**src/rtl/fft_pkg.sv**
```systemverilog
// Shared helpers for the FFT output path: offset-width function, lane slicing
// and rotation-direction codes.
package fft_pkg;

  localparam logic DIR_SUB = 1'b0;
  localparam logic DIR_ADD = 1'b1;

  function automatic int clog2(input int value);
    int result;
    result = 0;
    for (int p = 1; p < value; p = p * 2) result++;
    return result;
  endfunction

  // Bit offset of lane k inside a packed lane vector.
  function automatic int laneOffset(input int k, input int bitW);
    return k * bitW;
  endfunction

endpackage

```
**src/rtl/fft_output_rotator_if.sv**
```systemverilog
// Beat bus of the FFT output rotator: input beat, control, and registered output beat.
interface fft_output_rotator_if #(
  parameter int BIT   = 17,
  parameter int LANES = 4
) ();
  localparam int SEL_W = fft_pkg::clog2(LANES);

  logic                  iVALID;
  logic                  oREADY;
  logic [SEL_W-1:0]      iSEL;
  logic                  iAUTO;
  logic                  iSTART;
  logic                  iDIR;
  logic                  iCONJ;
  logic [LANES*BIT-1:0]  iX_RE;
  logic [LANES*BIT-1:0]  iX_IM;
  logic                  oVALID;
  logic                  iREADY;
  logic [LANES*BIT-1:0]  oY_RE;
  logic [LANES*BIT-1:0]  oY_IM;
  logic [SEL_W-1:0]      oSEL;
  logic                  oSAT;

  modport master (
    output iVALID, iSEL, iAUTO, iSTART, iDIR, iCONJ, iX_RE, iX_IM, iREADY,
    input  oREADY, oVALID, oY_RE, oY_IM, oSEL, oSAT
  );

  modport slave (
    input  iVALID, iSEL, iAUTO, iSTART, iDIR, iCONJ, iX_RE, iX_IM, iREADY,
    output oREADY, oVALID, oY_RE, oY_IM, oSEL, oSAT
  );
endinterface

```
**src/rtl/fft_lane_rotate.sv**
```systemverilog
// Combinational lane rotator: Y[k] = X[(k -/+ s) mod LANES], selected by dir.
module fft_lane_rotate
  import fft_pkg::*;
#(
  parameter int BIT   = 17,
  parameter int LANES = 4,
  localparam int SEL_W = clog2(LANES)
) (
  input  logic [LANES*BIT-1:0] x,
  input  logic [SEL_W-1:0]     s,
  input  logic                 dir,
  output logic [LANES*BIT-1:0] y
);

  logic [SEL_W-1:0] srcIdx;

  // NOTE: every variable gets a default at the top of always_comb so no path leaves it unassigned (no latch).
  always_comb begin
    y      = '0;
    srcIdx = '0;
    for (int k = 0; k < LANES; k++) begin
      // LANES is a power of two, so SEL_W-bit arithmetic wraps modulo LANES.
      srcIdx = (dir == DIR_ADD) ? SEL_W'(k) + s : SEL_W'(k) - s;
      y[laneOffset(k, BIT) +: BIT] = x[laneOffset(int'(srcIdx), BIT) +: BIT];
    end
  end

endmodule

```
**src/rtl/fft_output_rotator.sv**
```systemverilog
// Registered FFT output lane rotator with offset counter, optional conjugation
// and a single-register valid/ready stage.
module fft_output_rotator
  import fft_pkg::*;
#(
  parameter int BIT   = 17,
  parameter int LANES = 4,
  localparam int SEL_W = clog2(LANES)
) (
  input logic iCLK,
  input logic iRESET,
  fft_output_rotator_if.slave bus
);

  localparam logic signed [BIT-1:0] IM_MIN = {1'b1, {(BIT-1){1'b0}}};
  localparam logic signed [BIT-1:0] IM_MAX = {1'b0, {(BIT-1){1'b1}}};

  logic [SEL_W-1:0]     cnt;
  logic [SEL_W-1:0]     sel;
  logic                 accept;
  logic [LANES*BIT-1:0] rotRe;
  logic [LANES*BIT-1:0] rotIm;
  logic [LANES*BIT-1:0] imConj;
  logic                 satHit;
  logic signed [BIT-1:0] laneIm;
  logic signed [BIT-1:0] laneOut;

  logic [LANES*BIT-1:0] yRe;
  logic [LANES*BIT-1:0] yIm;
  logic [SEL_W-1:0]     selQ;
  logic                 validQ;
  logic                 satQ;

  assign accept     = bus.iVALID && bus.oREADY;
  assign bus.oREADY = !validQ || bus.iREADY;

  // A start in the same cycle as an auto beat forces that beat onto offset 0.
  always_comb begin
    sel = bus.iSEL;
    if (bus.iAUTO) sel = bus.iSTART ? '0 : cnt;
  end

  fft_lane_rotate #(.BIT(BIT), .LANES(LANES)) u_rotRe (
    .x(bus.iX_RE), .s(sel), .dir(bus.iDIR), .y(rotRe)
  );

  fft_lane_rotate #(.BIT(BIT), .LANES(LANES)) u_rotIm (
    .x(bus.iX_IM), .s(sel), .dir(bus.iDIR), .y(rotIm)
  );

  always_comb begin
    imConj  = rotIm;
    satHit  = 1'b0;
    laneIm  = '0;
    laneOut = '0;
    if (bus.iCONJ) begin
      for (int k = 0; k < LANES; k++) begin
        laneIm = rotIm[laneOffset(k, BIT) +: BIT];
        if (laneIm == IM_MIN) begin
          laneOut = IM_MAX;
          satHit  = 1'b1;
        end else begin
          laneOut = -laneIm;
        end
        imConj[laneOffset(k, BIT) +: BIT] = laneOut;
      end
    end
  end

  // NOTE: sequential state uses non-blocking assignments so all registers update from pre-edge values.
  always_ff @(posedge iCLK or negedge iRESET) begin
    if (!iRESET) begin
      cnt <= '0;
      satQ <= 1'b0;
    end else if (bus.iSTART) begin
      cnt  <= (accept && bus.iAUTO) ? SEL_W'(1) : '0;
      satQ <= accept && satHit;
    end else begin
      if (accept && bus.iAUTO) cnt <= cnt + SEL_W'(1);
      if (accept && satHit) satQ <= 1'b1;
    end
  end

  always_ff @(posedge iCLK or negedge iRESET) begin
    if (!iRESET) begin
      yRe    <= '0;
      yIm    <= '0;
      selQ   <= '0;
      validQ <= 1'b0;
    end else if (accept) begin
      yRe    <= rotRe;
      yIm    <= imConj;
      selQ   <= sel;
      validQ <= 1'b1;
    end else if (bus.iREADY) begin
      validQ <= 1'b0;
    end
  end

  assign bus.oY_RE  = yRe;
  assign bus.oY_IM  = yIm;
  assign bus.oSEL   = selQ;
  assign bus.oVALID = validQ;
  assign bus.oSAT   = satQ;

endmodule
```
**src/flat_wrapper.sv**
```systemverilog
// flat-port wrapper written by rule: the top's interface ports become plain ports
module fft_output_rotator_flat import fft_pkg::*;
#(
  parameter int BIT   = 17,
  parameter int LANES = 4,
  localparam int SEL_W = clog2(LANES)
)
  (iCLK, iRESET, bus_iVALID, bus_iSEL, bus_iAUTO, bus_iSTART, bus_iDIR, bus_iCONJ, bus_iX_RE, bus_iX_IM, bus_iREADY, bus_oREADY, bus_oVALID, bus_oY_RE, bus_oY_IM, bus_oSEL, bus_oSAT);
  fft_output_rotator_if #(.BIT(BIT), .LANES(LANES)) bus_i ();
  input logic iCLK;
  input logic iRESET;
  input wire logic [$bits(bus_i.iVALID)-1:0] bus_iVALID;
  input wire logic [$bits(bus_i.iSEL)-1:0] bus_iSEL;
  input wire logic [$bits(bus_i.iAUTO)-1:0] bus_iAUTO;
  input wire logic [$bits(bus_i.iSTART)-1:0] bus_iSTART;
  input wire logic [$bits(bus_i.iDIR)-1:0] bus_iDIR;
  input wire logic [$bits(bus_i.iCONJ)-1:0] bus_iCONJ;
  input wire logic [$bits(bus_i.iX_RE)-1:0] bus_iX_RE;
  input wire logic [$bits(bus_i.iX_IM)-1:0] bus_iX_IM;
  input wire logic [$bits(bus_i.iREADY)-1:0] bus_iREADY;
  output wire logic [$bits(bus_i.oREADY)-1:0] bus_oREADY;
  output wire logic [$bits(bus_i.oVALID)-1:0] bus_oVALID;
  output wire logic [$bits(bus_i.oY_RE)-1:0] bus_oY_RE;
  output wire logic [$bits(bus_i.oY_IM)-1:0] bus_oY_IM;
  output wire logic [$bits(bus_i.oSEL)-1:0] bus_oSEL;
  output wire logic [$bits(bus_i.oSAT)-1:0] bus_oSAT;
  assign bus_i.iVALID = bus_iVALID;
  assign bus_i.iSEL = bus_iSEL;
  assign bus_i.iAUTO = bus_iAUTO;
  assign bus_i.iSTART = bus_iSTART;
  assign bus_i.iDIR = bus_iDIR;
  assign bus_i.iCONJ = bus_iCONJ;
  assign bus_i.iX_RE = bus_iX_RE;
  assign bus_i.iX_IM = bus_iX_IM;
  assign bus_i.iREADY = bus_iREADY;
  assign bus_oREADY = bus_i.oREADY;
  assign bus_oVALID = bus_i.oVALID;
  assign bus_oY_RE = bus_i.oY_RE;
  assign bus_oY_IM = bus_i.oY_IM;
  assign bus_oSEL = bus_i.oSEL;
  assign bus_oSAT = bus_i.oSAT;
  fft_output_rotator #(.BIT(BIT), .LANES(LANES)) u_core (.iCLK(iCLK), .iRESET(iRESET), .bus(bus_i));
endmodule
```
**config.mk**
```make
export PLATFORM = sky130hd
export DESIGN_NAME = fft_output_rotator_flat
export DESIGN_NICKNAME = d
export VERILOG_FILES = /design/src/rtl/fft_pkg.sv /design/src/rtl/fft_output_rotator_if.sv /design/src/rtl/fft_lane_rotate.sv /design/src/rtl/fft_output_rotator.sv /design/src/flat_wrapper.sv
export SDC_FILE = /design/constraint.sdc
export NUM_CORES = 1
export LEC_CHECK = 0
export BUFFER_PORTS_ARGS = -buffer_cell sky130_fd_sc_hd__buf_2
export CAP_MARGIN = 20
export CORE_MARGIN = 2
export CORE_UTILIZATION = 41
export DETAILED_ROUTE_END_ITERATION = 16
export PLACE_DENSITY_LB_ADDON = 0.2
export SLEW_MARGIN = 5
export SYNTH_ARGS = -nofsm -noshare
export SYNTH_HDL_FRONTEND = slang
export SYNTH_SLANG_ARGS = --single-unit
```
**constraint.sdc**
```tcl
create_clock -name iCLK -period 4.6 [get_ports iCLK]
set_input_delay 0.69 -clock iCLK [delete_from_list [all_inputs] [get_ports iCLK]]
set_output_delay 0.69 -clock iCLK [all_outputs]
set_load 0.005 [all_outputs]
```
==> results of run 1 <==
[cell usage in the layout (no fill, tap or decap), drive strengths merged, types with 13 or more instances in the layout]
cell	instances
buf	410
nand2	182
o21ai	179
dfrtp	142
mux2i	88
nand3	85
mux2	85
a21oi	66
nor2	62
a31oi	33
nor3	30
o22ai	29
a211oi	27
inv	27
and3	22
o211ai	22
o31ai	18
clkbuf	17
or3	13
nand4	13
[stage by stage]
| step | worst slack [ns] | hold slack [ns] | cell area [sq um] | cells |
|---|---|---|---|---|
| after floorplan | 0.935 | 0.394 | 12000 | 1464 |
| after global placement | 0.269 | 0.451 | 14400 | 2128 |
| after detailed placement | 0.253 | 0.459 | 14400 | 2128 |
| after CTS | 0.711 | 0.403 | 15000 | 2160 |
| after global routing | 0.517 | 0.410 | 15000 | 2160 |
| final | 0.664 | 0.301 | 15000 | 2161 |
[path summary, 6_finish.rpt]
| kind | startpoint | slack (ns) | end |
|---|---|---|---|
| worst max-delay path | bus_iAUTO | 0.66 | u_core.bus.oY_IM[9] |
| worst min-delay path | iRESET | 0.30 | u_core.bus.oY_RE[63] |
| worst max register to register | u_core.cnt[0] | 0.76 | u_core.bus.oY_IM[66] |
| worst min register to register | u_core.bus.oY_IM[50] | 0.47 | u_core.bus.oY_IM[50] |
| max in group asynchronous | iRESET | 3.59 | u_core.bus.oY_IM[29] |
| min in group iCLK | u_core.bus.oY_IM[50] | 0.47 | u_core.bus.oY_IM[50] |
[cell usage after synthesis (7+ instances only)]
cell type,instances
o22ai_1,28
or3_1,13
a21oi_1,65
o21ai_1,7
o211ai_1,21
nor4_1,12
nor2_1,60
a22oi_1,7
nand4_1,13
o221ai_1,9
buf_1,12
o31ai_1,18
and2_1,8
o311ai_0,9
nand3_1,85
mux2_2,85
nand2_1,182
and3_1,22
buf_2,42
nand2b_1,10
a211o_1,9
dfrtp_1,142
nor3_1,28
a32oi_1,12
inv_1,19
mux2i_1,88
a211oi_1,27
o21ai_0,172
a221oi_1,8
clkbuf_1,66
a31oi_1,32
[layout make-up]
class                           count  area [sq um]
Clock buffer                       17           425
Sequential cell                   142          3550
Inverter                           20          75.1
Tap cell                          384           480
Clock inverter                     15           223
Fill cell                        2771         13700
Timing Repair Buffer              410          2480
Antenna cell                        1          2.50
Multi-Input combinational cell   1172          7800
[report_power, final]
group | internal [mW] | total (mW) | leakage (nW) | switching [mW]
Combinational | 0.765 | 1.82 | 4.75 | 1.05
Clock | 0.930 | 1.58 | 0.320 | 0.649
Sequential | 1.48 | 1.61 | 1.71 | 0.127
[cells by family (layout without fill, tap and decap cells)]
| logic type | Yosys count | count (layout) | synth area share, % |
|---|---|---|---|
| fa+ha+maj | 4 | 4 | 0.418 |
| compound gates | 510 | 510 | 28.3 |
| flops | 142 | 142 | 29.7 |
| other cells | 0 | 1 | 0 |
| buf+inv | 150 | 462 | 5.56 |
| mux | 173 | 173 | 15.3 |
| xor+xnor | 8 | 8 | 0.648 |
| simple gates | 477 | 477 | 20.1 |
[state kept, by name (all words and copies together) (netlist names)]
name	count
u_core.bus.oY_IM	68
u_core.bus.oY_RE	68
u_core.bus.oSEL	2
u_core.cnt	2
u_core.bus.oSAT	1
u_core.bus.oVALID	1
[routing by layer]
metal | vias up | share of wire (%)
li1 | 6207 | -
met1 | 6486 | 41
met2 | 700 | 47
met3 | 144 | 7.5
met4 | 0 | 5.1
met5 | - | 0
[worst register-to-register path, stage by stage, from the launching register on]
cell,delay (ns)
dfrtp_1,0.46
and3b_1,0.41
o21ai_0,0.64
nand4_1,0.18
a31o_2,0.31
and2_1,0.21
or4b_1,0.55
or4_1,0.55
a211o_1,0.30
o221a_2,0.12
==> results.sh, run 1 <==
export IMPL_outcome="complete, no violations"
export IMPL_nets=1913
export IMPL_rsz0062_at_grt="false"
export IMPL_num_rows=62
export IMPL_synth_cell_types=95
export IMPL_grt_max_degree=143
export IMPL_yosysTopAreaCell="dfrtp_1"
export IMPL_powerDensity_nw_per_um2=333
export IMPL_max_slew_margin_pct=40.4
export IMPL_synth_top_area_share_pct=29.7
export IMPL_io_buffers=286
export IMPL_ir_drop_mv=0.215
export IMPL_die_area_sq_um=30600
export IMPL_skew_ns=0.00873
export IMPL_drc=0
export IMPL_synth_nets=1614
export IMPL_coreArea_sq_um=28700
export IMPL_synth_edf_count=0
export IMPL_path_depth=12
export IMPL_grt_met2_usage_pct=56.5
export IMPL_synth_cells=1464
export IMPL_clock_root_buffer="clkbuf_16"
export IMPL_drive_above_1_share_pct=32.0
export IMPL_fmax_ghz=0.254
export IMPL_ys_top_cells_by_area="dfrtp_1 (30%), mux2_2 (8.0%), mux2i_1 (7.4%)"
export IMPL_die_w_um=175
export IMPL_drt_initial_drc_count=1432
export IMPL_crit_top_cell="buf_4"
export IMPL_hp_class="in -> async"
export IMPL_required_ns=4.95
export IMPL_grt_overflow=0
export IMPL_avgSynthCellArea_sq_um=8.18
export IMPL_ys_ff_latch=142
export IMPL_grt_pass1_vias=13100
export IMPL_gr_usage_met3_pct=5.81
export IMPL_cts_tree="done"
export IMPL_vias_per_cell=6.26
export IMPL_final_util_pct=52.4
export IMPL_clk_pin_slew_worst_paths_ns=0.07
export IMPL_leakagePower_nw=6.78
export IMPL_antenna_found_initial=0
export IMPL_clock_sinks=142
export IMPL_crit_path_cell_trace="buf_2, nand3b_4, buf_4, a22oi_2, a32oi_1, o2bb2ai_1, nor4b_2, nor4b_4, and2_1, buf_4, o22ai_1, o31ai_1"
export IMPL_startpoint_type="primary input"
export IMPL_slowest_stage="a22oi_2"
export IMPL_cts_buffers=17
export IMPL_grtUsageTotal_pct=34.0
export IMPL_dr_pass1_iters=5
export IMPL_hold_buffers=0
export IMPL_cap_violations=0
export IMPL_period_share_pct=85.6
export IMPL_post_cts_buffers=0
export IMPL_dpl_hpwl_um=39700
export IMPL_worstMarginPinSlew_ns=0.894
export IMPL_path_buf_inv=3
export IMPL_crit_path_end_kind="flip-flop"
export IMPL_setup_viol_count_final=0
export IMPL_worst_ep_arrival_time_ns=4.28
export IMPL_h_tree_depth=4
export IMPL_start_util_pct=41.7
export IMPL_syn2layout_area_growth_pct=25.6
export IMPL_p_total_mw=5.00
export IMPL_critPathMaxFanout=21
export IMPL_hold_viol_final=0
export IMPL_ys_seq_area_share_pct=29.7
export IMPL_die_h_um=175
export IMPL_gp_congestion=1.04
export IMPL_final_max_slew_viol_count=0
export IMPL_critPathTopFamily="compound AO/OA/AOI/OAI gates"
export IMPL_ff2ff_path_depth=9
export IMPL_period_needed_ns=3.94
export IMPL_final_antenna_net_count=0
export IMPL_async_flop_share_pct=100
export IMPL_ys_warnings_count=0
export IMPL_cts_resized=0
export IMPL_synth_ff_type="dfrtp_1"
export IMPL_syn_area_sq_um=12000
export IMPL_tns_ns=0
export IMPL_ios=287
export IMPL_wire_per_inst_um=24.4
export IMPL_grt_pass1_wl_um=79900
export IMPL_num_vias=13500
export IMPL_grt_busiest_layer="met2"
export IMPL_worst_skew_pair_late_latency_ns=0.43
export IMPL_cpPeakStageDelay_ns=0.58
export IMPL_criticalPathCategory="in -> reg"
export IMPL_grtUsageMet1_pct=42.6
export IMPL_clockBufferDepth=2
export IMPL_drt_total_wl_um=52700
Power figures use the tool's default switching activity.
==> inputs of run 2 (changes only) <==
Settings changed: CTS_BUF_LIST set to sky130_fd_sc_hd__clkbuf_4, SYNTH_HIERARCHICAL set to 1.
==> run 2 against run 1 <==
Compared with the run above:
- clock-buffer cell count increased by 2
- die area decreased by 5.1%
- non-clock buffer count decreased by 86
- highest routed layer is now met5
- clock power decreased by 30%
- synthesized cell count increased by 11%
- register-to-register slack improved by 0.12 ns
- maximum frequency increased by 5.7%
- clock skew increased by 0.025 ns
- core utilization decreased by 2.7 points
- sequential power about the same
- cell count increased by 2.5%
- routed wire length decreased by 23%
==> results.sh, run 2 <==
export IMPL_outcome="complete, no violations"
export IMPL_synth_edf_count=0
export IMPL_fmax_ghz=0.269
export IMPL_clock_root_buffer="clkbuf_4"
export IMPL_ys_top_cells_by_area="dfrtp_1 (31%), nand2_1 (18%), a211oi_1 (9.0%)"
export IMPL_grtUsageTotal_pct=27.2
export IMPL_max_slew_margin_pct=29.6
export IMPL_cap_violations=0
export IMPL_coreArea_sq_um=27100
export IMPL_critPathMaxFanout=25
export IMPL_slowest_stage="xnor2_4"
export IMPL_synth_ff_type="dfrtp_1"
export IMPL_avgSynthCellArea_sq_um=6.99
export IMPL_crit_start="u_core/cnt[1]"
export IMPL_drive_above_1_share_pct=20.7
export IMPL_synth_simple_gate_area_share_pct=33.5
export IMPL_num_rows=60
export IMPL_synth_fa_ha_area_share_pct=0.441
export IMPL_syn_area_sq_um=11400
export IMPL_num_vias=12900
export IMPL_grt_max_degree=124
export IMPL_yosysMostFrequentCell="nand2_1"
export IMPL_worst_slack_ns=0.877
export IMPL_worst_ep_arrival_time_ns=4.13
export IMPL_yosysTopAreaCell="dfrtp_1"
export IMPL_synth_cell_types=64
export IMPL_synth_nets=1774
export IMPL_ir_drop_mv=0.157
export IMPL_criticalPathCategory="reg -> reg"
export IMPL_drt_initial_drc_count=1189
export IMPL_worstMarginPinSlew_ns=1.06
export IMPL_worst_skew_pair_late_latency_ns=0.55
export IMPL_final_common_cell="nand2_1"
export IMPL_p_total_mw=4.31
export IMPL_clk_pin_slew_worst_paths_ns=0.16
export IMPL_synth_compound_area_share_pct=27.7
export IMPL_period_share_pct=80.9
export IMPL_powerDensity_nw_per_um2=320
export IMPL_drc=0
export IMPL_synth_top_area_share_pct=31.3
export IMPL_synth_top_family_by_area="simple AND/OR/NAND/NOR gates"
export IMPL_pwr_share_comb_pct=37.3
export IMPL_r2r_start="u_core/cnt[1]"
export IMPL_die_w_um=170
export IMPL_hold_buffers=0
export IMPL_drt_total_wl_um=40500
export IMPL_start_util_pct=41.9
export IMPL_antenna_found_initial=2
export IMPL_post_dp_cell_area_sq_um=13100
export IMPL_die_area_sq_um=29000
export IMPL_io_buffers=286
export IMPL_synth_cells=1624
export IMPL_crit_path_end_kind="flip-flop"
export IMPL_rsz0062_at_grt="false"
export IMPL_setup_viol_count_final=0
export IMPL_cts_buffers=17
export IMPL_clkPwrFrac_pct=25.5
export IMPL_final_cell_mix="nand2_1 (541), buf_2 (285), a31oi_1 (142), dfrtp_1 (142), nor2b_1 (138)"
export IMPL_skew_ns=0.0339
export IMPL_gp_congestion=0.957
export IMPL_postLayoutCellArea_sq_um=13500
export IMPL_cts_tree="done"
export IMPL_tns_ns=0
export IMPL_final_antenna_net_count=0
export IMPL_yosys_top_cells_count="nand2_1 (542), a31oi_1 (142), dfrtp_1 (142)"
export IMPL_cpPeakStageDelay_ns=0.61
export IMPL_ys_warnings_count=6
export IMPL_grt_overflow=0
export IMPL_clock_sinks=142
export IMPL_dpl_hpwl_um=29200
export IMPL_h_tree_depth=4
export IMPL_ys_seq_area_share_pct=31.3
export IMPL_net_switching_power_mw=1.67
export IMPL_synth_xor_area_share_pct=0.826
export IMPL_cts_resized=0
export IMPL_post_place_ws_ns=0.473
export IMPL_fillers=2782
export IMPL_startpoint_type="flip-flop"
export IMPL_p_int_mw=2.64
export IMPL_nets=1978
export IMPL_post_cts_buffers=0
export IMPL_vias_per_cell=5.84
export IMPL_final_max_slew_viol_count=0
export IMPL_crit_path_cell_trace="nand3b_1, o21ai_4, xnor2_4, buf_4, nand2_1, a31oi_1, or4_1, or2_1, nor2_8, nor4_1, o32ai_1"
export IMPL_ys_ff_latch=142
export IMPL_hp_class="in -> async"
export IMPL_async_flop_share_pct=100
export IMPL_clockBufferDepth=2
export IMPL_wire_per_inst_um=18.3
export IMPL_muxShareOfSynthArea_pct=0.364
export IMPL_hold_viol_final=0
export IMPL_die_h_um=170
export IMPL_leakagePower_nw=5.96
export IMPL_seqPwrFrac_pct=37.1
export IMPL_syn2layout_area_growth_pct=18.7
export IMPL_ios=287
export IMPL_period_needed_ns=3.72
export IMPL_grt_pass1_vias=11500
export IMPL_netSwitchingFraction_pct=38.7
export IMPL_dr_pass1_iters=6
export IMPL_grt_pass1_wl_um=62600
export IMPL_required_ns=5.00
[run 2: changes by cell type in the layout (fill, tap and decap cells not counted), sizes merged, moves of 13 or more]
cell,change
a211oi,+109
a21oi,-22
a31oi,+109
and3,-20
buf,-86
mux2,-84
mux2i,-85
nand2,+360
nand3,-64
nor2,-13
nor2b,+135
nor3,-17
o21ai,-100
[run 2: power groups by stage]
stage          registers [mW]  logic [mW]  clock network [mW]
2_1_floorplan            1.63       0.899                   0
3_3_place_gp             1.63        1.58                   0
3_5_place_dp             1.63        1.60                   0
4_1_cts                  1.61        1.61                1.13
5_1_grt                  1.63        1.79                1.19
6_report                 1.60        1.61                1.10
[run 2: cell type report]
class | count | area, sq um | share of cell area, %
multi-input combinational | 1327 | 7230 | 53.6
sequential | 142 | 3550 | 26.4
clock inverter | 13 | 235 | 1.75
timing repair buffer | 324 | 1790 | 13.3
antenna | 2 | 5.00 | 0.0371
clock buffer | 19 | 143 | 1.06
inverter | 16 | 60.1 | 0.446
tap | 372 | 465 | 3.45
[run 2: metal layers]
layer | wire length [um] | part of all wire, % | track usage (%) | vias up
met4 | 1040 | 2.6 | 8.32 | 2
met2 | 18900 | 47 | 44.6 | 590
li1 | - | - | - | 6179
met1 | 17300 | 43 | 36.4 | 6114
met5 | 13 | 0.032 | 0 | -
met3 | 3220 | 8.0 | 4.88 | 55
[run 2: final timing paths]
| kind | end | slack (ns) | depth (start not counted) |
|---|---|---|---|
| worst max-delay path | u_core/bus.oSAT | 0.88 | 11 |
| worst min-delay path | u_core/bus.oY_RE[23] | 0.15 | 1 |
| worst max register to register | u_core/bus.oSAT | 0.88 | 11 |
| worst min register to register | u_core/bus.oY_RE[53] | 0.48 | 2 |
| max in group asynchronous | u_core/bus.oY_IM[38] | 3.38 | 2 |
| min in group iCLK | u_core/cnt[1] | 0.35 | 2 |
[run 2: worst max-delay path: cells and delay by family, from the launching register on]
kind                   cells  cell delay, ns
AND/OR/NAND/NOR            6            1.43
AO/OA/AOI/OAI              3            0.72
flip-flops                 1            0.42
XOR/XNOR                   1            0.61
buffers and inverters      1            0.40
[run 2: cell families after synthesis]
family / Yosys count
and+or+nand+nor: 833
muxes: 4
AOI/OAI and AO/OA: 477
xor gates and xnor gates: 9
buffers and inverters: 155
adders and majority gates: 4
DFF: 142
[run 2: stage by stage]
stage / std cells / utilization [%] / hold WS [ns]
after floorplan: 1624 / - / 0.394
after global placement: 2181 / 48.3 / 0.452
after detailed placement: 2181 / 48.3 / 0.457
after CTS: 2213 / 49.7 / 0.170
after global routing: 2215 / 49.7 / 0.156
final: 2215 / 49.7 / 0.154
==> inputs of run 3 (changes only) <==
Clock period 4.6 ns to 3.3 ns, I/O delays scaled along.
==> run 3 against run 2 <==
Compared with the run above:
- maximum frequency grew 16%
- clock skew shrank 0.0017 ns
- die area is the same
- design area grew 9.3%
- hold slack gained 0.061 ns
- sequential share of layout area shrank 2.2 points
- routed wire length grew 4.5%
- sequential cell count is the same
- critical path depth grew 1
- largest power group unchanged
==> results.sh, run 3 (same netlist as run 2, synthesis figures left out) <==
export IMPL_hold_viol_final=0
export IMPL_ir_drop_mv=0.184
export IMPL_worst_hold_slack_ns=0.215
export IMPL_rrSetupSlack_ns=0.08
export IMPL_worst_skew_pair_late_latency_ns=0.56
export IMPL_period_needed_ns=3.22
export IMPL_grt_max_degree=114
export IMPL_crit_path_cell_trace="nand3b_1, o21ai_4, xor2_4, clkbuf_16, nand2_1, a31oi_1, or4_4, or3_4, nor2_2, buf_4, nor4_1, o32ai_1"
export IMPL_clock_sinks=142
export IMPL_start_util_pct=41.9
export IMPL_critPathTopFamily="simple AND/OR/NAND/NOR gates"
export IMPL_final_common_cell="nand2_1"
export IMPL_drt_initial_drc_count=1170
export IMPL_gp_congestion=0.972
export IMPL_ff2ff_path_depth=12
export IMPL_worstMarginPinSlew_ns=1.05
export IMPL_critPathMaxFanout=12
export IMPL_hp_class="in -> reg"
export IMPL_drive_above_1_share_pct=27.1
export IMPL_p_total_mw=6.12
export IMPL_hold_path_cell_count=2
export IMPL_drt_total_wl_um=42300
export IMPL_ios=287
export IMPL_final_util_pct=54.3
export IMPL_final_antenna_net_count=0
export IMPL_num_rows=60
export IMPL_criticalPathCategory="reg -> reg"
export IMPL_h_tree_depth=4
export IMPL_clk_pin_slew_worst_paths_ns=0.14
export IMPL_period_share_pct=97.6
export IMPL_path_depth=12
export IMPL_outcome="complete, no violations"
export IMPL_powerDensity_nw_per_um2=416
export IMPL_syn2layout_area_growth_pct=29.7
export IMPL_drc=0
export IMPL_die_area_sq_um=29000
export IMPL_setup_viol_count_final=0
export IMPL_fillers=2671
export IMPL_max_slew_margin_pct=30.0
export IMPL_cts_buffers=17
export IMPL_grt_pass1_vias=12100
export IMPL_num_vias=13600
export IMPL_skew_ns=0.0323
export IMPL_final_max_slew_viol_count=0
export IMPL_nets=2121
export IMPL_antenna_found_initial=1
export IMPL_wire_per_inst_um=17.9
export IMPL_worst_ep_arrival_time_ns=3.65
export IMPL_path_buf_inv=2
export IMPL_startpoint_type="flip-flop"
export IMPL_coreArea_sq_um=27100
export IMPL_leakagePower_nw=6.67
export IMPL_grt_overflow=0
export IMPL_crit_path_end_kind="flip-flop"
export IMPL_required_ns=3.73
export IMPL_dr_pass1_iters=7
export IMPL_clock_root_buffer="clkbuf_4"
export IMPL_fmax_ghz=0.311
export IMPL_die_h_um=170
export IMPL_die_w_um=170
export IMPL_dpl_hpwl_um=30800
export IMPL_io_buffers=286
export IMPL_vias_per_cell=5.78
export IMPL_grtUsageTotal_pct=27.9
export IMPL_cpPeakStageDelay_ns=0.61
export IMPL_grt_pass1_wl_um=64500
export IMPL_rsz0062_at_grt="true"
export IMPL_cts_tree="done"
export IMPL_cap_violations=0
export IMPL_clockBufferDepth=2
export IMPL_final_cell_mix="nand2_1 (541), buf_2 (285), buf_4 (161)"
export IMPL_slowest_stage="or4_4"
run 3: cell types whose count changed in the layout (fill, tap and decap cells not counted), sizes merged:
cell,previous run,this run
bufinv,6,3
dlygate4sd3,0,1
clkbuf,19,18
clkinv,3,4
o21ai,79,81
inv,18,21
buf,324,463
diode,2,1
run 3: layer usage:
metal  wire length (um)  global-route usage (%)  up-vias
met1              18200                    36.6     6535
met2              19800                    45.7      565
met3               3230                    5.67       48
met4               1070                    9.33        0
li1                   -                       -     6481
met5                  0                       0        -
run 3: power breakdown:
part | internal, mW | switching (mW) | total [mW]
registers | 2.05 | 0.180 | 2.23
clock network | 0.538 | 0.783 | 1.32
logic | 1.09 | 1.47 | 2.57
run 3: worst paths after layout:
path	startpoint	endpoint
min	bus_iVALID	u_core/bus.oVALID
min reg2reg	u_core/bus.oY_IM[35]	u_core/bus.oY_IM[35]
max in group asynchronous	iRESET	u_core/bus.oY_IM[64]
max	u_core/cnt[1]	u_core/bus.oSAT
max reg2reg	u_core/cnt[1]	u_core/bus.oSAT
min in group asynchronous	iRESET	u_core/bus.oY_RE[64]
run 3: area by class of cell:
| class | count | area (sq um) | area share (%) |
|---|---|---|---|
| antenna | 1 | 2.50 | 0.0170 |
| clock inverter | 14 | 183 | 1.24 |
| timing repair buffer | 465 | 2980 | 20.3 |
| clock buffer | 17 | 128 | 0.867 |
| inverter | 16 | 60.1 | 0.408 |
| sequential | 142 | 3550 | 24.1 |
| tap | 372 | 465 | 3.16 |
| multi-input combinational | 1329 | 7350 | 49.9 |
run 3: per-stage QoR:
stage | instance area (sq um) | setup slack, ns | setup TNS, ns | cells
3_5_place_dp | 14200 | -0.448 | -16.92 | 2312
2_1_floorplan | 11400 | 0.0213 | 0 | 1624
5_1_grt | 14700 | -0.0574 | -0.409 | 2356
3_3_place_gp | 14200 | -0.376 | -14.64 | 2312
6_report | 14700 | 0.0805 | 0 | 2356
4_1_cts | 14500 | 0.0452 | 0 | 2344
run 3: what timing repair did:
action	in CTS	in global routing
hold buffers	1	0
gates resized for setup	1	25
gates cloned	0	3
buffers inserted	0	8
endpoints found under the hold margin	62	0
setup endpoints to repair	7	61
pin swaps	0	6
